===== config.mk =====
export PLATFORM = sky130hd
export DESIGN_NAME = bf_coeff_ctrl
export DESIGN_NICKNAME = d
export VERILOG_FILES = /design/src/rtl/bf_coeff_ctrl.sv
export SDC_FILE = /design/constraint.sdc
export NUM_CORES = 1
export LEC_CHECK = 0
export ABC_AREA = 1
export BUFFER_PORTS_ARGS = -buffer_cell sky130_fd_sc_hd__buf_2
export CAP_MARGIN = 15
export CORE_UTILIZATION = 45
export DETAILED_ROUTE_END_ITERATION = 16
export PLACE_DENSITY = 0.67
export SETUP_SLACK_MARGIN = 0.3
export SYNTH_ARGS = -nofsm -noshare
export SYNTH_HDL_FRONTEND = slang
export SYNTH_SLANG_ARGS = --single-unit

===== constraint.sdc =====
create_clock -name clk -period 4.57 [get_ports clk]
set_input_delay 0 -clock clk [delete_from_list [all_inputs] [get_ports clk]]
set_output_delay 0 -clock clk [all_outputs]
set_load 0.1 [all_outputs]

===== src/rtl/bf_coeff_ctrl.sv =====
// Coefficient controller for the CRPA BeamFormer: collects channel weights in a shadow bank and
// commits the whole bank atomically on a frame strobe, masking out_valid while the pipeline flushes.
module bf_coeff_ctrl #(
    parameter  int NCH         = 4,
    parameter  int COEFF_WIDTH = 16,
    parameter  int BF_LATENCY  = 4,
    localparam int AW          = (NCH > 1) ? $clog2(NCH) : 1
) (
    input  logic                       clk,
    input  logic                       resetn,
    input  logic                       wr_en,
    input  logic [AW-1:0]              wr_addr,
    input  logic [COEFF_WIDTH-1:0]     wr_data,
    input  logic                       commit_req,
    input  logic                       frame_stb,
    output logic [NCH*COEFF_WIDTH-1:0] coeff,
    output logic                       pending,
    output logic                       commit_ack,
    output logic                       out_valid,
    output logic                       wr_err
);
    localparam int            CW       = (BF_LATENCY > 0) ? $clog2(BF_LATENCY + 1) : 1;
    localparam logic [CW-1:0] CNT_INIT = CW'(BF_LATENCY);
    localparam logic [AW:0]   NCH_LIM  = (AW + 1)'(NCH);

    typedef enum logic [1:0] {IDLE, ARMED, FLUSH} state_t;

    state_t                 state, state_n;
    logic [CW-1:0]          cnt, cnt_n;
    logic [COEFF_WIDTH-1:0] shadow [NCH];
    logic                   addr_ok, wr_ok, load, ack_n, valid_n, err_n;

    // The shadow bank only accepts writes while idle, so it stays frozen from request to end of flush.
    assign addr_ok = ({1'b0, wr_addr} < NCH_LIM);
    assign wr_ok   = wr_en && (state == IDLE) && addr_ok;
    assign pending = (state != IDLE);

    always_comb begin
        // NOTE: every signal gets a default before the case so no path leaves one unassigned (no latch).
        state_n = state;
        cnt_n   = cnt;
        load    = 1'b0;
        ack_n   = 1'b0;
        valid_n = out_valid;
        err_n   = wr_en && !wr_ok;
        case (state)
            IDLE: begin
                if (commit_req) state_n = ARMED;
            end
            ARMED: begin
                if (frame_stb) begin
                    load  = 1'b1;
                    ack_n = 1'b1;
                    if (BF_LATENCY == 0) begin
                        state_n = IDLE;
                    end else begin
                        state_n = FLUSH;
                        cnt_n   = CNT_INIT;
                        valid_n = 1'b0;
                    end
                end
            end
            FLUSH: begin
                valid_n = 1'b0;
                if (cnt != '0) cnt_n = cnt - CW'(1);
                // Leaving on the count of one gives exactly BF_LATENCY masked cycles.
                if (cnt <= CW'(1)) begin
                    state_n = IDLE;
                    valid_n = 1'b1;
                end
            end
            default: state_n = IDLE;
        endcase
    end

    always_ff @(posedge clk) begin
        if (!resetn) begin
            state      <= FLUSH;
            cnt        <= CNT_INIT;
            coeff      <= '0;
            commit_ack <= 1'b0;
            out_valid  <= 1'b0;
            wr_err     <= 1'b0;
            // NOTE: the shadow bank is a small register file, so it is cleared with the rest of the state.
            for (int i = 0; i < NCH; i++) shadow[i] <= '0;
        end else begin
            // NOTE: non-blocking assignments so every register sees the pre-edge values of the others.
            state      <= state_n;
            cnt        <= cnt_n;
            commit_ack <= ack_n;
            out_valid  <= valid_n;
            wr_err     <= err_n;
            if (wr_ok) shadow[wr_addr] <= wr_data;
            if (load) begin
                for (int i = 0; i < NCH; i++) coeff[i*COEFF_WIDTH +: COEFF_WIDTH] <= shadow[i];
            end
        end
    end
endmodule


==> results of run 1 <==
flip-flops by register name (all words and copies together) (netlist names):
name	cells
state	2
coeff	64
commit_ack	1
out_valid	1
wr_err	1
cnt	3
shadow	64
per-stage QoR:
step           setup WS [ns]  instances  hold slack [ns]
6_report               2.392        752           0.3896
5_1_grt                2.182        752           0.4182
4_1_cts                2.378        752           0.3564
3_5_place_dp           2.399        695           0.2159
3_3_place_gp           2.488        695           0.2136
2_1_floorplan          2.715        487           0.1207
cell families after synthesis:
logic type,Yosys count,synth area share (%)
AND/OR/NAND/NOR,295,24.06
flip-flops,136,69.62
buffers and inverters,48,4.947
AO/OA/AOI/OAI,5,0.5955
adder cells (fa/ha/maj),3,0.7771
power groups by stage:
stage               sequential, W  combinational [W]  clock, W
floorplan                 0.00151           0.000205         0
global placement          0.00142           0.000375         0
detailed placement        0.00142           0.000383         0
CTS                       0.00139           0.000411   0.00128
global route              0.00140           0.000450   0.00134
finish                    0.00139           0.000413   0.00126
layout by cell type, fill, tap and decap left out:
master and n:
nor2_1 68, buf_2 90, a21oi_4 1, nor2_4 2, nand3_2 1, nor2_2 1
bufinv_16 1, edfxtp_1 64, clkinv_1 1, inv_2 3, clkbuf_1 3, a21oi_1 2
clkbuf_8 4, clkinvlp_4 1, clkbuf_16 17, nand2_2 1, ha_1 3, nand2_4 2
nand2_1 205, o21ai_1 1, inv_1 24, nand4_1 2, a21oi_2 1, clkinv_2 6
nor3_1 3, dlygate4sd3_1 25, buf_4 2, dfxtp_1 72, nand3_1 10
area by class of cell:
class | instances | area (um2)
clock buffers | 24 | 491.7
clock inverters | 8 | 67.56
fillers | 892 | 4209
inverters | 28 | 105.1
multi-input cells | 303 | 1247
flip-flops and latches | 136 | 3363
well taps | 136 | 170.2
repair buffers | 117 | 715.7
routing by layer:
metal  GRT usage (%)  vias to the layer above  share of wire, %
met2           32.47                      102                49
met1           25.81                     1665                45
met3           5.566                        9               5.4
met4           7.440                        0               1.0
met5               0                        -                 0
li1                -                     1762                 -
critical path: cells and delay by family, from the launching register on:
kind	cells	cell delay, ns
DFF	1	0.37
and+or+nand+nor	5	1.43
final timing paths:
| kind | cells after the start | slack (ns) | end |
|---|---|---|---|
| worst max-delay path | 5 | 2.39 | shadow[0][12] |
| worst min-delay path | 4 | 0.39 | shadow[1][15] |
| worst max register to register | 5 | 2.39 | shadow[0][12] |
| worst min register to register | 2 | 0.44 | coeff[55] |
==> run summary, run 1 <==
Finished Cell Area = 6161 um2
Num CTS Buffers = 17
I/O Pins = 91
Worst-Skew Late Latency = 0.52 ns
CP Capture Type = flip-flop
Post-Syn Instances = 487
Final core occ = 59.41%
Share of layout cells above drive strength 1 = 21.59%
Antenna violations before repair = 0
Initial Util = 46.59%
Resize count post-CTS = 0
Number of max-cap violations = 0
Tmin final = 2.178 ns
Async SR Flop Fraction = 0%
Area contributors post-synth = edfxtp_1 40%, dfxtp_1 30%, nand2_1 16%
Grt ovf = 0
CTS max path bufs = 2
# diodes = 0
Total GRT Usage = 20.07%
Layout overhead on the synthesized area = 27.53%
Seq/Total Area, Yosys = 69.62%
P_sw = 0.0008185 W
Worst-Margin Slew = 0.8993 ns
Critical Path Slowest Stage Cell = nand2_1
Via density = 4.705
First-pass iteration count of the detailed router = 5
Reg power frac = 45.4%
WP data arrival = 2.32 ns
Via count = 3,538
Vias in the first global route = 3,460
Core footprint = 10,370 um2
Die area = 11,150 um2
Die extent in x = 105.6 um
Max rail drop VDD = 0.3169 mV
Setup TNS = 0 ns
Worst-path clk slew = 0.06 ns
Synth top cells by count = 205 x nand2_1, 72 x dfxtp_1, 69 x nor2_1
Origin of the worst setup path = state[1]
Static Leak = 3.031 nW
Sink Count = 136
Top_reg_cell synth = dfxtp_1
Final period util = 47.65%
H-tree Lvls = 4
CP peak stage delay = 0.52 ns
Row cnt = 37
Hold Crit Class = in2reg
Die H = 105.6 um
FMAX = 459.2 MHz
DR DRC count = 0
Root buf cell = clkbuf_8
Logic gate share of total power = 13.5%
Rel. slew slack = 40.05%
Setup Crit Path Kind = reg2reg
RSZ-0062 raised after global routing = false
Final Max Tran Viols = 0
Clock network fraction of total power = 41.1%
Setup repair bufs after CTS = 0
Synth cell types = 23
Starting DRC count in detailed routing = 185
Internal = 0.002251 W
Yosys warning total = 0
Hold_sp = wr_data[15]
Yosys top cell by area = edfxtp_1
Crit path launch type = flip-flop
Post-Syn Area = 4831 um2
Final ANT Viol Nets = 0
Clk_skew = 0.01313 ns
Routed wire length = 10.35 mm
PnR Total Power = 0.003069 W
CP required = 4.71 ns
GP Congestion = 0.8397
Status = complete, no violations
Pwr Density = 498.1 nW/um2
Drt wl/cell = 13.76 um
Placed instance area = 5351 um2
Largest net degree at the start of global routing = 42
Avg Cell Area, Syn = 9.920 um2
Synthesized Nets = 513
Switching share of total power = 26.67%
EDFF count, synth = 64
Post-CTS Hold Fix Bufs = 25
CTS tree = yes
NumNets Final = 629
Flops & latches, synth = 136
Yosys top cell area share = 39.78%
Final Hold Fails = 0
Worst path cell trace = nor2_2 > nand2_2 > nor2_4 > nand2_4 > nand2_1
# port buffers = 90
Worst-path fanout max = 20
Post-DP HPWL = 7.116 mm
Final setup viols = 0
First-pass GRT wire length = 17.01 mm
Count leader, synth = nand2_1
Origin of the critical flop-to-flop path = state[1]
(Power assumes the default switching activity.)
==> run 2, diff against run 1 <==
Clock period 4.57 ns to 2.1 ns, I/O delays scaled along.
==> run summary, run 2 (same netlist as run 1, synthesis figures left out) <==
Status = complete, no violations
Drt wl/cell = 13.79 um
Placed insts = 704
Pwr Density = 1087 nW/um2
NumNets Final = 636
Final ANT Viol Nets = 0
Setup repair bufs after CTS = 0
# fillers = 882
Die area = 11,150 um2
Starting DRC count in detailed routing = 211
Final Hold Fails = 0
Worst-Skew Late Latency = 0.51 ns
Root buf cell = clkbuf_8
Reg area = 3363 um2
Total GRT Usage = 19.85%
Most frequent cells in the layout = 204 x nand2_1, 90 x buf_2, 72 x dfxtp_1
Num CTS Buffers = 17
Static Leak = 3.066 nW
Worst-path fanout max = 17
# port buffers = 90
CP Capture Type = flip-flop
First-pass GRT wire length = 16.66 mm
Sink Count = 136
Post-DP HPWL = 7.029 mm
Tmin final = 1.662 ns
Commonest non-fill, non-tap cell in the layout = nand2_1
RSZ-0062 raised after global routing = false
Die H = 105.6 um
DR DRC count = 0
Via count = 3,551
Layout overhead on the synthesized area = 28.88%
Biggest regs = coeff x64, shadow x64, cnt x3
Worst-Margin Slew = 0.4965 ns
H-tree Lvls = 4
Multi-input gate area = 1255 um2
Final Max Tran Viols = 0
Grt ovf = 0
Final setup viols = 0
Non-filler instance count after layout = 759
CTS max path bufs = 2
I/O Pins = 91
Number of max-cap violations = 0
Vias in the first global route = 3,316
Core footprint = 10,370 um2
Setup TNS = 0 ns
Initial Util = 46.59%
Final period util = 79.14%
Rel. slew slack = 67.13%
Routed wire length = 10.46 mm
Die extent in x = 105.6 um
Share of layout cells above drive strength 1 = 22.95%
Worst-path clk slew = 0.06 ns
GP Congestion = 0.8002
Setup Crit Path Kind = reg2reg
WP data arrival = 1.87 ns
First-pass iteration count of the detailed router = 5
Worst path cell trace = nor2_4 > nand2_2 > nor2_4 > nand2_4 > nand2_2 > buf_4
Hold Crit Class = in2reg
Max rail drop VDD = 0.6342 mV
CTS tree = yes
Via density = 4.679
Row cnt = 37
Antenna violations before repair = 0
Critical Path Slowest Stage Cell = dfxtp_1
FMAX = 601.7 MHz
CP peak stage delay = 0.39 ns
Crit path launch type = flip-flop
Clk_skew = 0.009112 ns
CP required = 2.31 ns
Largest net degree at the start of global routing = 34
# diodes = 0
[run 2: metal layers]
layer / share of wire (%) / global-route usage [%]
met2: 47 / 31.72
met3: 6.2 / 6.555
met5: 0 / 0
met4: 0.98 / 5.357
met1: 45 / 26.01
[run 2: path summary, 6_finish.rpt]
kind | from | endpoint | slack, ns | cells past startpoint
hold / removal | resetn | cnt[2] | 0.36 | 3
hold reg to reg | shadow[3][1] | coeff[49] | 0.44 | 2
setup / recovery | state[1] | shadow[0][13] | 0.44 | 6
setup reg to reg | state[1] | shadow[0][13] | 0.44 | 6
[run 2: stage by stage]
step	worst slack (ns)	cell area, um2	power (W)	hold slack [ns]	utilization [%]
after global placement	0.4019	5419	0.003914	0.2162	52.26
after floorplan	0.3747	4835	0.003739	0.1207	-
final	0.4382	6226	0.006765	0.3580	60.04
after global routing	0.3292	6226	0.007016	0.3515	60.04
after detailed placement	0.3278	5419	0.003931	0.2254	52.26
after CTS	0.3877	6221	0.006787	0.3333	59.99
[run 2: report_power, final]
group | total, W | switching (W) | internal [W] | leakage [nW]
Clock | 0.00283 | 0.00108 | 0.00175 | 0.276
Sequential | 0.00303 | 0.0000829 | 0.00295 | 1.24
Combinational | 0.000897 | 0.000674 | 0.000223 | 1.55
[run 2: final cells by class]
class | instances | share of cell area [%]
Inverter | 28 | 1.688
Clock inverter | 11 | 1.929
Tap cell | 136 | 2.733
Multi-Input combinational cell | 303 | 20.16
Clock buffer | 21 | 7.215
Sequential cell | 136 | 54.02
Timing Repair Buffer | 124 | 12.26
[run 2: critical path: cells and delay by family, from the launching register on]
family                 cells  cell delay [ns]
buffers and inverters      1             0.22
flip-flops                 1             0.39
AND/OR/NAND/NOR            5             0.75
[run 2: timing repair]
action | CTS | global route
cloned | 0 | 0
setup endpoints to repair | 7 | 13
hold buffers | 23 | 0
resized for setup | 1 | 1
hold endpoints to repair | 75 | 0
==> run 3, diff against run 2 <==
Settings changed: ABC_AREA 1 to 0, PLACE_DENSITY 0.67 to 0.7.
Clock period 2.1 ns to 1.5 ns, I/O delays scaled along.
==> run summary, run 3 <==
Final ANT Viol Nets = 0
Share of layout cells above drive strength 1 = 60.98%
Flops & latches, synth = 136
Clk_skew = 0.008707 ns
Largest family of logic cells by synthesized area = compound AO/OA/AOI/OAI gates
CP peak stage delay = 0.31 ns
Count leader, synth = dfxtp_1
Reg power frac = 39.8%
Post-DP HPWL = 6.541 mm
Via count = 3,541
WHS Endpoint = shadow[1][12]
Sink Count = 136
CTS tree = yes
Initial Util = 46.40%
Rel. slew slack = 79.94%
Worst-path fanout max = 7
Synth Area in Adders = 0.7872%
Die area = 11,010 um2
Tmin final = 1.536 ns
Synth cell types = 33
Post-Place Worst Slack = -0.01156 ns
Internal = 0.007934 W
WHS = 0.07106 ns
Synth Area in Compound Gates = 13.59%
Hold_sp = wr_en
Setup Crit Path Kind = reg2reg
Synthesized Nets = 357
Num CTS Buffers = 17
Final period util = 102.4%
Async SR Flop Fraction = 0%
# port buffers = 90
Yosys warning total = 0
H-tree Lvls = 4
Static Leak = 3.238 nW
Core footprint = 10,280 um2
Post-Syn Instances = 331
Routed wire length = 14.33 mm
Synth top cells by count = 72 x dfxtp_1, 64 x a22o_1, 64 x and2_1, 64 x edfxtp_1, 11 x buf_2
# fillers = 606
Reg2Reg Depth = 8
Commonest non-fill, non-tap cell in the layout = buf_4
Seq/Total Area, Yosys = 70.53%
Origin of the critical flop-to-flop path = state[1]
P_sw = 0.002586 W
Area contributors post-synth = edfxtp_1 40%, dfxtp_1 30%, a22o_1 12%
First-pass iteration count of the detailed router = 5
Final setup viols = 61
Antenna violations before repair = 0
Failing checks = negative setup slack
CP required = 1.97 ns
XOR/XNOR share of the synthesized area = 0%
CP Capture Type = flip-flop
Layout overhead on the synthesized area = 59.35%
Final core occ = 73.93%
Yosys top cell by area = edfxtp_1
PnR Total Power = 0.01052 W
GP Congestion = 0.7222
Yosys top cell area share = 40.30%
Row cnt = 37
NumNets Final = 523
Die extent in x = 104.9 um
RSZ-0062 raised after global routing = true
Via density = 5.481
FMAX = 650.9 MHz
Biggest regs = coeff x64, shadow x64, cnt x3
Post-synthesis mux area share = 0.2099%
Final Max Tran Viols = 0
Crit path depth = 8
Root buf cell = clkbuf_8
Synth Area in Simple Gates = 11.89%
Grt ovf = 0
Top_reg_cell synth = dfxtp_1
Clock network fraction of total power = 45.1%
Reg-to-reg endpoint = coeff[26]
WP data arrival = 2.00 ns
Final setup margin = -0.03628 ns
Top cell by count, worst path = buf_12
Critical Path Slowest Stage Cell = dfxtp_2
Drt wl/cell = 22.18 um
# diodes = 0
Number of max-cap violations = 0
FF-to-FF setup slack = -0.04 ns
Placed insts = 551
Hold Crit Class = in2reg
Vias in the first global route = 3,346
Worst-Skew Late Latency = 0.53 ns
Worst-path clk slew = 0.07 ns
Crit path launch type = flip-flop
Non-filler instance count after layout = 646
Largest net degree at the start of global routing = 21
Status = finished with violations
I/O Pins = 91
DR DRC count = 0
Min-Delay Path Depth = 4
Avg Cell Area, Syn = 14.41 um2
Total GRT Usage = 23.00%
Most frequent cells in the layout = 76 x buf_4, 68 x dfxtp_2, 64 x a22o_1, 64 x edfxtp_1, 36 x and2_4
Pwr Density = 1384 nW/um2
Switching share of total power = 24.58%
Starting DRC count in detailed routing = 216
CP bufs+invs = 5
Final Hold Fails = 0
Logic gate share of total power = 15.1%
Post-Syn Area = 4768 um2
Die H = 104.9 um
Max rail drop VDD = 0.9622 mV
CTS max path bufs = 2
EDFF count, synth = 64
First-pass GRT wire length = 18.60 mm
Worst path cell trace = buf_4 > buf_6 > nor2b_4 > and3_4 > buf_12 > buf_12 > buf_16 > a22o_1
Worst-Margin Slew = 0.3010 ns
Top cell family by delay on the critical path = buffers and inverters
[run 3: changes by cell type after synthesis, sizes merged, moves of 4 or more]
| cell | change |
|---|---|
| nand2 | -204 |
| nor2 | -68 |
| a22o | +64 |
| and2 | +64 |
| inv | -22 |
| nand3 | -10 |
| nand2b | +5 |
| clkbuf | +4 |
| o21ai | +4 |
[run 3: worst register-to-register path, cell delays in order, from the launching register on]
cell	delay, ns
dfxtp_2	0.31
buf_4	0.12
buf_6	0.12
nor2b_4	0.16
and3_4	0.23
buf_12	0.13
buf_12	0.12
buf_16	0.12
a22o_1	0.15
[run 3: worst max-delay path by stage]
stage,endpoint,start
CTS,shadow[0][1],state[1]
floorplan,shadow[0][0],state[0]
global route,shadow[0][1],state[0]
detailed placement,shadow[1][4],state[1]
global placement,shadow[1][10],state[1]
finish,coeff[26],state[1]
[run 3: per-layer routing]
layer | global-route usage, % | part of all wire [%] | up-vias
met5 | 0 | 0 | -
met2 | 38.74 | 51 | 177
met1 | 29.19 | 39 | 1764
met3 | 4.928 | 7.4 | 40
li1 | - | - | 1560
met4 | 8.451 | 2.8 | 0
[run 3: power groups by stage]
stage / registers [W] / logic, W / clock network (W)
4_1_cts: 0.00417 / 0.00123 / 0.00471
6_report: 0.00419 / 0.00159 / 0.00475
2_1_floorplan: 0.00438 / 0.000502 / 0
3_3_place_gp: 0.00424 / 0.000872 / 0
5_1_grt: 0.00420 / 0.00168 / 0.00493
3_5_place_dp: 0.00425 / 0.000896 / 0
[run 3: cell families after synthesis]
logic type | count (synthesis)
and+or+nand+nor | 88
AOI/OAI and AO/OA | 77
DFF | 136
buffers and inverters | 26
muxes | 1
adders and majority gates | 3
[run 3: per-stage QoR]
step / area, um2 / setup TNS (ns)
final: 7599 / -0.8219
after global routing: 7599 / -4.274
after CTS: 7132 / 0
after detailed placement: 5557 / -0.04990
after global placement: 5557 / 0
after floorplan: 4891 / -2.405
[run 3: cell type report]
type,count,area [um2],area share [%]
Multi-Input combinational cell,172,1530,20.14
Clock buffer,20,467.9,6.158
Timing Repair Buffer,165,1749,23.02
Tap cell,136,170.2,2.239
Sequential cell,136,3452,45.43
Inverter,5,21.27,0.2799
Clock inverter,12,207.7,2.733
[run 3: timing repair]
item / in CTS / in global routing
endpoints found under the setup margin: 250 / 203
pin swaps: 26 / 65
hold buffers: 20 / 0
gates cloned: 11 / 11
endpoints found under the hold margin: 69 / 0
resized for setup: 110 / 61
buffers inserted: 13 / 8
